[src/rtl/asip_pkg.sv]
// Shared definitions for the RSA-decryption ASIP: opcodes, instruction field
// positions, branch codes and the fetch-stage state encoding.
package asip_pkg;

  // Opcode map carried in instruction bits [23:21]
  localparam logic [2:0] OP_ADD = 3'd0;
  localparam logic [2:0] OP_CMP = 3'd1;
  localparam logic [2:0] OP_LDR = 3'd2;
  localparam logic [2:0] OP_STR = 3'd3;
  localparam logic [2:0] OP_JEQ = 3'd4;
  localparam logic [2:0] OP_JNE = 3'd5;
  localparam logic [2:0] OP_JMP = 3'd6;
  localparam logic [2:0] OP_NOP = 3'd7;

  // Instruction field positions
  localparam int OPC_HI = 23;
  localparam int OPC_LO = 21;
  localparam int FN_HI  = 20;
  localparam int FN_LO  = 19;

  // Bubble word presented to decode when nothing live is held
  localparam logic [23:0] NOP_INSTR = {OP_NOP, 21'b0};

  // Branch code produced by the control unit
  typedef enum logic [1:0] {
    BR_EQ   = 2'b00,
    BR_NE   = 2'b01,
    BR_AL   = 2'b10,
    BR_NONE = 2'b11
  } br_code_e;

  // Fetch sequencer states
  typedef enum logic [1:0] {
    IDLE = 2'd0,
    REQ  = 2'd1,
    WAIT = 2'd2
  } fetch_state_e;

endpackage

[src/rtl/branch_resolve.sv]
// Combinational branch resolution: decides whether a control-flow
// instruction is taken and selects the next PC (target or sequential).
module branch_resolve
  import asip_pkg::*;
#(
  parameter int ADDR_W = 10
) (
  input  logic              br_valid_i,
  input  logic [1:0]        br_code_i,
  input  logic              br_zero_i,
  input  logic [ADDR_W-1:0] br_target_i,
  input  logic [ADDR_W-1:0] seq_pc_i,
  output logic              taken_o,
  output logic [ADDR_W-1:0] next_pc_o
);

  logic is_al;
  logic is_eq;
  logic is_ne;

  assign is_al = (br_code_i == 2'(BR_AL));
  assign is_eq = (br_code_i == 2'(BR_EQ));
  assign is_ne = (br_code_i == 2'(BR_NE));

  // BR_NONE falls through every term, so it can never be taken
  assign taken_o   = br_valid_i & (is_al | (is_eq & br_zero_i) | (is_ne & ~br_zero_i));
  assign next_pc_o = taken_o ? br_target_i : seq_pc_i;

endmodule

[src/rtl/fetch_unit.sv]
// Instruction-fetch stage: owns the PC, issues single-outstanding reads to
// instruction memory, holds the fetched word in the IF/ID register and
// redirects on taken branches, discarding any in-flight stale fetch.
module fetch_unit
  import asip_pkg::*;
#(
  parameter int               ADDR_W   = 10,
  parameter int               INSTR_W  = 24,
  parameter logic [ADDR_W-1:0] RESET_PC = '0
) (
  input  logic               clk,
  input  logic               rst,
  output logic               imem_req,
  output logic [ADDR_W-1:0]  imem_addr,
  input  logic               imem_ack,
  input  logic [INSTR_W-1:0] imem_rdata,
  input  logic               stall,
  input  logic               br_valid,
  input  logic [1:0]         br_code,
  input  logic               br_zero,
  input  logic [ADDR_W-1:0]  br_target,
  output logic               if_valid,
  output logic [INSTR_W-1:0] if_instr,
  output logic [ADDR_W-1:0]  if_pc,
  output logic [2:0]         opcode,
  output logic [1:0]         funct,
  output logic               redirect
);

  fetch_state_e       state_q;
  logic [ADDR_W-1:0]  pc_q;
  logic [ADDR_W-1:0]  pc_d;
  logic [ADDR_W-1:0]  seq_pc;
  logic               drop_q;
  logic               if_valid_q;
  logic [INSTR_W-1:0] if_instr_q;
  logic [ADDR_W-1:0]  if_pc_q;
  logic               redirect_q;

  logic consume;
  logic room;
  logic ack_live;
  logic taken;

  assign consume  = if_valid_q & ~stall;
  assign room     = ~if_valid_q | consume;
  // An ack that carries a word we actually want (not a pre-redirect fetch)
  assign ack_live = (state_q == WAIT) & imem_ack & ~drop_q;
  // PC advances only when a wanted word lands; wraps naturally at ADDR_W bits
  assign seq_pc   = ack_live ? (pc_q + 1'b1) : pc_q;

  branch_resolve #(
    .ADDR_W(ADDR_W)
  ) u_branch_resolve (
    .br_valid_i (br_valid),
    .br_code_i  (br_code),
    .br_zero_i  (br_zero),
    .br_target_i(br_target),
    .seq_pc_i   (seq_pc),
    .taken_o    (taken),
    .next_pc_o  (pc_d)
  );

  // Request only from REQ with somewhere to put the answer; never while in reset
  assign imem_req  = (state_q == REQ) & room & ~rst;
  assign imem_addr = pc_q;

  assign if_valid = if_valid_q;
  assign if_instr = if_instr_q;
  assign if_pc    = if_pc_q;
  assign redirect = redirect_q;
  assign opcode   = if_valid_q ? if_instr_q[OPC_HI:OPC_LO] : OP_NOP;
  assign funct    = if_valid_q ? if_instr_q[FN_HI:FN_LO]   : 2'd0;

  // Fetch sequencer, PC, drop flag and IF/ID register
  always_ff @(posedge clk) begin
    if (rst) begin
      state_q    <= IDLE;
      pc_q       <= RESET_PC;
      drop_q     <= 1'b0;
      if_valid_q <= 1'b0;
      if_instr_q <= NOP_INSTR;
      if_pc_q    <= '0;
      redirect_q <= 1'b0;
    end else begin
      redirect_q <= taken;
      pc_q       <= pc_d;

      // A redirect kills the held word and wins over stall and over a new load
      if (taken) begin
        if_valid_q <= 1'b0;
      end else if (ack_live) begin
        if_valid_q <= 1'b1;
        if_instr_q <= imem_rdata;
        if_pc_q    <= pc_q;
      end else if (consume) begin
        if_valid_q <= 1'b0;
      end

      case (state_q)
        IDLE: state_q <= REQ;
        REQ: begin
          if (room) begin
            state_q <= WAIT;
            // The request going out now is for the old PC
            if (taken) drop_q <= 1'b1;
          end
        end
        WAIT: begin
          if (imem_ack) begin
            drop_q  <= 1'b0;
            state_q <= REQ;
          end else if (taken) begin
            drop_q <= 1'b1;
          end
        end
        default: state_q <= IDLE;
      endcase
    end
  end

endmodule
[config.mk]
export PLATFORM = sky130hd
export DESIGN_NAME = fetch_unit
export DESIGN_NICKNAME = d
export VERILOG_FILES = /design/src/rtl/asip_pkg.sv /design/src/rtl/branch_resolve.sv /design/src/rtl/fetch_unit.sv
export SDC_FILE = /design/constraint.sdc
export NUM_CORES = 1
export LEC_CHECK = 0
export CORE_UTILIZATION = 41
export DETAILED_ROUTE_END_ITERATION = 6
export PLACE_DENSITY = 0.79
export SLEW_MARGIN = 20
export SYNTH_ARGS = -nofsm -noshare
export SYNTH_HDL_FRONTEND = slang
export SYNTH_SLANG_ARGS = --single-unit
[constraint.sdc]
create_clock -name clk -period 2.26 [get_ports clk]
set_input_delay 0.452 -clock clk [delete_from_list [all_inputs] [get_ports clk]]
set_output_delay 0.452 -clock clk [all_outputs]
set_load 0.01 [all_outputs]
==> flow_summary.json, run 1 <==
{
  "worst_pin_slew_ps": 511.2,
  "synth_area_leaders": "dfxtp_1 (47%), mux2i_1 (15%), nor2_1 (8.3%)",
  "drive_gt1_share_pct": 6.250,
  "fmax_mhz": 525.0,
  "synth_top_cell_area_share_pct": 47.03,
  "crit_slowest_cell": "dfxtp_1",
  "synth_seq_area_share_pct": 47.03,
  "rows": 25,
  "grt_pass1_wl_mm": 7.714,
  "h-tree-depth": 2,
  "crit_start": "state_q[0]$_SDFFE_PP0P_",
  "cts-root-buf": "clkbuf_8",
  "timing.final.ws_setup_ps": 355.3,
  "drv_slew": 0,
  "cp.required_ps": 2460,
  "cts_tree": "built",
  "syn_area_per_cell_um2": 9.885,
  "dr.pass1.iters": 4,
  "vias": 1790,
  "critPathKind": "reg -> reg",
  "cp.arrival_ps": 2100,
  "pre_cts_slack_ps": 30.81,
  "antenna_found_initial": 0,
  "placement.io_buffers": 93,
  "synth_edf_count": 0,
  "path_buf_inv": 2,
  "path_max_fanout": 6,
  "crit_cells": 7,
  "fin_nets": 353,
  "power_density_mw_per_mm2": 554.7,
  "first_iter_violations": 37,
  "yosysUniqueCellTypes": 32,
  "drcViolationCount": 0,
  "period_share_pct": 84.28,
  "dp.cells": 365,
  "yosys_warnings": 0,
  "p_leak_nw": 1.108,
  "overflow": 0,
  "n_antenna_cell": 0,
  "ios": 94,
  "min_path_cells": 2,
  "cts_setup_buffers": 0,
  "p_total_w": 0.001747,
  "post_drt_wl_per_cell_um": 13.16,
  "start_kind": "flop",
  "syn_nets": 259,
  "drv_cap": 0,
  "grt_pass1_vias": 1789,
  "ys_ff_latch": 49,
  "synth_most_common_cell": "dfxtp_1",
  "postRouteAntennaNets": 0,
  "start_util_pct": 43.30,
  "insertion_delay_ps": 290,
  "synth_top_flop_cell": "dfxtp_1",
  "timing.hold.ws_ps": 496.6,
  "die_h_um": 73.33,
  "cts_inserted_buffers": 5,
  "slowest_delay_ps": 360,
  "crit_family": "simple AND/OR/NAND/NOR gates",
  "hp-class": "reg -> reg",
  "grt_max_degree": 50,
  "setup_viol": 0,
  "hpwl_mm": 3.568,
  "wl_mm": 4.882,
  "r2r-start": "state_q[0]$_SDFFE_PP0P_",
  "dieArea_mm2": 0.005377,
  "hold_path.startpoint": "if_instr[15]$_SDFFE_PP0P_",
  "final_hold_viol_count": 0,
  "fp.dieW_um": 73.33,
  "netlist_area_mm2": 0.002086,
  "ctsHoldBuffers": 0,
  "path_clk_slew_ps": 80,
  "fin_cells": 371,
  "fin_skew_ps": 3.016,
  "core-area_mm2": 0.004817,
  "ir_worst_vdd_v": 0.0003111,
  "syn_inst": 211,
  "crit_chain": "inv_1 -> ha_1 -> nand3b_1 -> buf_4 -> nor4_1 -> xnor2_1 -> a211oi_1",
  "grt_usage_pct": 18.50,
  "reg2reg_depth": 7,
  "outcome": "complete, no violations",
  "clock_path_buffers": 2,
  "area_growth_pct": 50.99,
  "synthTopCellsByCount": "dfxtp_1 (49), nor2_1 (46), mux2i_1 (32)",
  "numClockSinks": 49,
  "fin_setup_tns_ps": 0,
  "grt_setup_unrepaired": "no",
  "synth_top_cell_by_area": "dfxtp_1",
  "slew_headroom_pct": 65.61,
  "ys_async_sr_fraction_pct": 0,
  "gp_congestion": 0.7840,
  "cp-end-kind": "flop",
  "via_per_inst": 4.825,
  "period_needed_ps": 1905
}
## tightest hold or removal path: cells and delay by family, from the launching register on
family / cells / cell delay, ps
flip-flops: 1 / 330
AND/OR/NAND/NOR: 1 / 70
multiplexers: 1 / 70
## path summary, 6_finish.rpt
kind / slack [ps] / endpoint
worst max-delay path: 360 / imem_addr[7]$_SDFFE_PP0P_
worst min register to register: 500 / if_instr[15]$_SDFFE_PP0P_
worst max register to register: 360 / imem_addr[7]$_SDFFE_PP0P_
worst min-delay path: 500 / if_instr[15]$_SDFFE_PP0P_
## cell families (layout without fill, tap and decap cells)
kind of cell / count (synthesis) / in the layout / share of synthesized area (%)
adders and majority gates: 6 / 6 / 3.599
and+or+nand+nor: 77 / 77 / 17.28
xor gates and xnor gates: 9 / 9 / 3.779
AOI/OAI and AO/OA: 21 / 21 / 8.219
DFF: 49 / 49 / 47.03
muxes: 32 / 32 / 15.36
buffers and inverters: 17 / 110 / 4.739
## cell type report
cell class                 count  area, um^2
timing repair buffer          99       985.9
multi-input combinational    145        1006
clock inverter                 1       5.005
fill                         439        1668
sequential                    49       980.9
clock buffer                   5       68.82
tap                           67       83.83
inverter                       5       18.77
## layout by cell type (no fill, tap or decap), types with 5 or more instances in the layout
master,instances
clkbuf_8,5
nand2_1,5
clkdlybuf4s50_1,91
buf_4,5
xnor2_1,6
ha_1,6
dfxtp_1,49
inv_1,5
a211oi_1,10
mux2i_1,32
nor2_1,46
## where the power goes
group,switching [W],internal (W)
Combinational,0.000138,0.000198
Clock,0.000261,0.000204
Sequential,0.0000426,0.000904
## metrics by stage
step / util [%] / instance area, um^2
2_1_floorplan: - / 2086
3_3_place_gp: 63.79 / 3073
3_5_place_dp: 63.79 / 3073
4_1_cts: 65.32 / 3147
5_1_grt: 65.38 / 3149
6_report: 65.38 / 3149
## flip-flops by register name, summed over array words and instances, names as in the netlist
signal	flops
if_instr	24
if_pc	10
imem_addr	10
state_q	2
drop_q	1
if_valid	1
redirect	1
## routing by layer
metal  GRT usage [%]  vias up  part of all wire [%]
li1                -      914                     -
met1           21.03      808                    43
met2           33.54       59                    49
met3           4.252        9                   6.9
met4           7.051        0                   1.4
met5               0        -                     0
## repair_timing
action,4_1_cts,5_1_grt
gates resized for setup,0,1
hold endpoints to repair,0,0
setup endpoints to repair,0,1
Power figures use the tool's default switching activity.
==> inputs of run 2 (changes only) <==
clock period = 1.95 ns   (was 2.26 ns; I/O delays follow)
==> flow_summary.json, run 2 (synthesized netlist as in run 1, its figures left out) <==
{
  "clock_path_buffers": 2,
  "insertion_delay_ps": 300,
  "cp.arrival_ps": 2020,
  "postRouteAntennaNets": 0,
  "grt_pass1_wl_mm": 7.541,
  "wl_mm": 4.761,
  "fin_nets": 359,
  "post_drt_wl_per_cell_um": 12.56,
  "cts_tree": "built",
  "pwr-share-comb_pct": 17.7,
  "start_util_pct": 43.30,
  "worst_pin_slew_ps": 497.0,
  "slowest_delay_ps": 410,
  "wl_met1_mm": 2.197,
  "p_total_w": 0.002252,
  "drcViolationCount": 0,
  "antenna_found_initial": 0,
  "cp-end-kind": "flop",
  "grt_usage_pct": 18.08,
  "first_iter_violations": 68,
  "timing.hold.ws_ps": 495.1,
  "grt_pass1_vias": 1671,
  "dieArea_mm2": 0.005377,
  "via_per_inst": 4.768,
  "p_int_w": 0.001702,
  "critPathKind": "in -> reg",
  "r2r-start": "state_q[0]$_SDFFE_PP0P_",
  "path_clk_slew_ps": 90,
  "drv_slew": 0,
  "p_sw_w": 0.0005497,
  "pre_cts_slack_ps": -241.5,
  "p_leak_nw": 1.143,
  "grt_setup_unrepaired": "no",
  "pwr-share-clk_pct": 33.5,
  "cts-root-buf": "clkbuf_8",
  "met3_length_um": 340,
  "numClockSinks": 49,
  "largest_reg_flops": 24,
  "h-tree-depth": 2,
  "timing.final.ws_setup_ps": 116.1,
  "ios": 94,
  "hpwl_mm": 3.488,
  "gp_congestion": 0.8133,
  "setup_viol": 0,
  "layout_commonest_cell": "clkdlybuf4s50_1",
  "fin_skew_ps": 8.369,
  "slew_headroom_pct": 66.87,
  "path_max_fanout": 15,
  "ir_worst_vdd_v": 0.0004590,
  "crit_chain": "clkdlybuf4s50_1 -> or3_4 -> a31oi_4 -> buf_12 -> nor2b_1 -> a211o_2",
  "rrSetupSlack_ps": 180,
  "dr.pass1.iters": 4,
  "cts_inserted_buffers": 5,
  "final_cell_mix": "clkdlybuf4s50_1 (91), dfxtp_1 (48), nor2_1 (46)",
  "placement.io_buffers": 93,
  "start_kind": "primary input",
  "hold_end": "if_instr[12]$_SDFFE_PP0P_",
  "period_needed_ps": 1834,
  "cts_setup_buffers": 0,
  "swShare_pct": 24.41,
  "core-area_mm2": 0.004817,
  "grt_max_degree": 50,
  "vias": 1807,
  "fmax_mhz": 545.3,
  "worstReg2RegEnd": "if_instr[22]$_SDFFE_PP1P_",
  "drive_gt1_share_pct": 9.615,
  "overflow": 0,
  "fill_cells": 413,
  "power_density_mw_per_mm2": 693.3,
  "period_share_pct": 94.05,
  "drv_cap": 0,
  "outcome": "complete, no violations",
  "seqPwrFrac_pct": 48.8,
  "n_antenna_cell": 0,
  "hp-class": "reg -> reg",
  "place_area_mm2": 0.003118,
  "area_growth_pct": 55.73,
  "fp.dieW_um": 73.33,
  "regArea_um2": 982.2,
  "reg2reg_depth": 7,
  "final_area_mm2": 0.003248,
  "cp.required_ps": 2140,
  "met2_length_mm": 2.184,
  "rows": 25,
  "crit_slowest_cell": "clkdlybuf4s50_1",
  "min_path_cells": 2,
  "multiInputGateArea_mm2": 0.001012,
  "top_layer_used": "met4",
  "hold_path.startpoint": "if_instr[12]$_SDFFE_PP0P_",
  "final_hold_viol_count": 0,
  "die_h_um": 73.33
}
[run 2: changes by cell type in the layout (fill, tap and decap cells not counted), sizes merged]
cell and change:
dlymetal6s2s -1, buf +6, clkinv -1, clkinvlp +1
clkbuf +2, bufinv +1
[run 2: power by group through the flow]
| stage | combinational, W | clock (W) | sequential (W) |
|---|---|---|---|
| 3_3_place_gp | 0.000392 | 0 | 0.00112 |
| 4_1_cts | 0.000401 | 0.000779 | 0.00110 |
| 3_5_place_dp | 0.000400 | 0 | 0.00112 |
| 5_1_grt | 0.000435 | 0.000813 | 0.00111 |
| 2_1_floorplan | 0.000178 | 0 | 0.00113 |
| 6_report | 0.000400 | 0.000754 | 0.00110 |
[run 2: worst max-delay path by stage]
| stage | cells past startpoint | from | slack (ps) | endpoint |
|---|---|---|---|---|
| after global placement | 6 | br_zero | -170 | if_pc[2]$_SDFFE_PP0P_ |
| after CTS | 2 | if_valid$_SDFFE_PP0P_ | 30 | funct[1] |
| after floorplan | 7 | state_q[0]$_SDFFE_PP0P_ | 210 | if_pc[2]$_SDFFE_PP0P_ |
| after detailed placement | 6 | br_zero | -240 | if_instr[11]$_SDFFE_PP0P_ |
| after global routing | 6 | br_zero | 20 | if_instr[0]$_SDFFE_PP0P_ |
| final | 6 | br_zero | 120 | if_instr[22]$_SDFFE_PP1P_ |
[run 2: layout make-up]
class	count	area share, %
timing repair buffer	105	31.74
multi-input combinational	145	31.16
sequential	49	30.24
tap	67	2.581
clock buffer	6	2.542
clock inverter	2	1.156
inverter	5	0.5778
[run 2: critical path, delay by kind of cell]
kind                   cells  cell delay (ps)
buffers and inverters      2              600
and+or+nand+nor            2              460
AOI/OAI and AO/OA          2              560
[run 2: through the flow]
step,setup TNS [ps],instances,utilization [%]
2_1_floorplan,0,211,-
3_3_place_gp,-4641,371,64.73
3_5_place_dp,-5979,371,64.73
4_1_cts,0,379,67.19
5_1_grt,0,379,67.43
6_report,0,379,67.43
[run 2: what timing repair did]
action                                 in CTS  in global routing
hold buffers                                0                  0
resized for setup                           1                  7
cloned                                      0                  0
endpoints found under the hold margin       0                  0
setup endpoints to repair                   1                  4
[run 2: metal layers]
metal  up-vias  GRT usage [%]
met5         -              0
met4         0          6.624
met3         5          4.252
met2        61          30.66
met1       813          22.38
li1        928              -
==> inputs of run 3 (changes only) <==
CORE_UTILIZATION = 43   (was 41)
CTS_BUF_LIST = sky130_fd_sc_hd__clkbuf_4   (was default)
PLACE_DENSITY = 0.82   (was 0.79)
==> flow_summary.json, run 3 (synthesized netlist as in run 1, its figures left out) <==
{
  "outcome": "complete, no violations",
  "crit_slowest_cell": "clkdlybuf4s50_1",
  "seqPwrFrac_pct": 52.0,
  "drv_slew": 0,
  "overflow": 0,
  "r2r-start": "state_q[0]$_SDFFE_PP0P_",
  "h-tree-depth": 2,
  "cp.arrival_ps": 1490,
  "slowest_delay_ps": 600,
  "timing.hold.ws_ps": 507.3,
  "grt_max_degree": 50,
  "period_share_pct": 96.22,
  "dp.cells": 354,
  "multiInputGateArea_mm2": 0.001006,
  "final_core_util_pct": 70.75,
  "power_density_mw_per_mm2": 664.2,
  "numClockSinks": 49,
  "fmax_mhz": 533.0,
  "clock_path_buffers": 2,
  "grt_usage_pct": 19.23,
  "first_iter_violations": 62,
  "postRouteAntennaNets": 0,
  "gp_congestion": 0.8050,
  "reg2reg_depth": 7,
  "grt_setup_unrepaired": "yes",
  "crit_start": "imem_addr[1]$_SDFFE_PP0P_",
  "cts_tree": "built",
  "drv_cap": 0,
  "n_antenna_cell": 0,
  "p_int_w": 0.001562,
  "post_drt_wl_per_cell_um": 13.10,
  "dieArea_mm2": 0.005133,
  "pwr-share-clk_pct": 29.1,
  "path_max_fanout": 7,
  "area_growth_pct": 52.79,
  "vias": 1832,
  "fp.dieW_um": 71.65,
  "placement.io_buffers": 93,
  "ir_worst_vdd_v": 0.0003924,
  "p_sw_w": 0.0005550,
  "start_util_pct": 46.31,
  "core-area_mm2": 0.004504,
  "fin_nets": 357,
  "cts_inserted_buffers": 5,
  "path_clk_slew_ps": 150,
  "grt_pass1_vias": 1663,
  "ios": 94,
  "period_needed_ps": 1876,
  "regArea_um2": 982.2,
  "cp-end-kind": "primary output",
  "cp.required_ps": 1560,
  "worst_pin_slew_ps": 514.9,
  "die_h_um": 71.65,
  "swShare_pct": 26.22,
  "crit_end": "imem_addr[1]",
  "cts-root-buf": "clkbuf_4",
  "start_kind": "flop",
  "wl_mm": 4.743,
  "insertion_delay_ps": 380,
  "pwr-share-comb_pct": 19.0,
  "critPathKind": "reg -> out",
  "hpwl_mm": 3.444,
  "p_leak_nw": 1.129,
  "crit_chain": "clkdlybuf4s50_1",
  "slew_headroom_pct": 65.67,
  "rrSetupSlack_ps": 230,
  "layout_commonest_cell": "clkdlybuf4s50_1",
  "dr.pass1.iters": 6,
  "path_buf_inv": 1,
  "crit_cells": 1,
  "hp-class": "reg -> reg",
  "worstReg2RegEnd": "imem_addr[9]$_SDFFE_PP0P_",
  "fill_cells": 361,
  "fin_cells": 362,
  "drcViolationCount": 0,
  "crit_family": "buffers and inverters",
  "antenna_found_initial": 0,
  "final_cell_mix": "clkdlybuf4s50_1 (91), dfxtp_1 (48), nor2_1 (46)",
  "final_hold_viol_count": 0,
  "drive_gt1_share_pct": 8.710,
  "rows": 24,
  "largest_reg_flops": 24,
  "via_per_inst": 5.061,
  "grt_pass1_wl_mm": 7.769,
  "setup_viol": 0,
  "fin_skew_ps": 12.34
}
[run 3: cell count changes in the layout (fill, tap and decap cells not counted), moves of 2 or more]
cell | previous run | this run
clkbuf_8 | 6 | 0
buf_6 | 2 | 0
clkbuf_4 | 0 | 5
buf_12 | 1 | 3
buf_4 | 9 | 7
[run 3: per-layer routing]
metal	global-route usage (%)	share of wire [%]
met3	4.219	6.9
met5	0	0
met1	23.83	46
met2	32.18	45
met4	8.279	1.6
[run 3: how the worst min path moves through the flow]
| stage | startpoint | end | depth (start not counted) |
|---|---|---|---|
| after CTS | if_instr[10]$_SDFFE_PP0P_ | if_instr[10]$_SDFFE_PP0P_ | 2 |
| final | if_instr[10]$_SDFFE_PP0P_ | if_instr[10]$_SDFFE_PP0P_ | 2 |
| after detailed placement | if_instr[10]$_SDFFE_PP0P_ | if_instr[10]$_SDFFE_PP0P_ | 2 |
| after global placement | if_instr[8]$_SDFFE_PP0P_ | if_instr[8]$_SDFFE_PP0P_ | 2 |
| after floorplan | drop_q$_SDFFE_PP0P_ | drop_q$_SDFFE_PP0P_ | 2 |
| after global routing | if_instr[4]$_SDFFE_PP0P_ | if_instr[4]$_SDFFE_PP0P_ | 2 |
[run 3: what timing repair did]
item                       in CTS  in global routing
hold buffers                    0                  0
resized for setup               2                  4
cloned                          0                  0
pin swaps                       0                  0
buffers inserted                0                  0
setup endpoints to repair       3                  1
[run 3: area by class of cell]
cell class                      count  share of cell area [%]
Sequential cell                    49                   30.82
Timing Repair Buffer              103                   32.43
Multi-Input combinational cell    145                   31.57
Tap cell                           52                   2.042
Clock buffer                        5                   1.178
Clock inverter                      3                   1.374
Inverter                            5                  0.5889
[run 3: power by group through the flow]
stage	clock, W	combinational [W]	sequential [W]
3_5_place_dp	0	0.000403	0.00112
6_report	0.000615	0.000401	0.00110
3_3_place_gp	0	0.000397	0.00112
2_1_floorplan	0	0.000178	0.00113
4_1_cts	0.000636	0.000405	0.00110
5_1_grt	0.000675	0.000437	0.00111
[run 3: stage by stage]
stage               TNS (ps)  worst slack, ps  cell area [um^2]  power, W
floorplan                  0            207.7              2086  0.001307
global placement       -4746           -157.8              3109  0.001517
detailed placement     -5879           -230.6              3109  0.001524
CTS                        0            24.65              3191  0.002140
global route          -2.150           -2.150              3187  0.002220
finish                     0            73.70              3187  0.002117
[run 3: worst reg2reg max path, delay by kind of cell (launching register included)]
family          cells  cell delay [ps]
simple gates        2              510
flops               1              380
buf+inv             2              280
compound gates      1              220
fa+ha+maj           1              160
xor+xnor            1              100
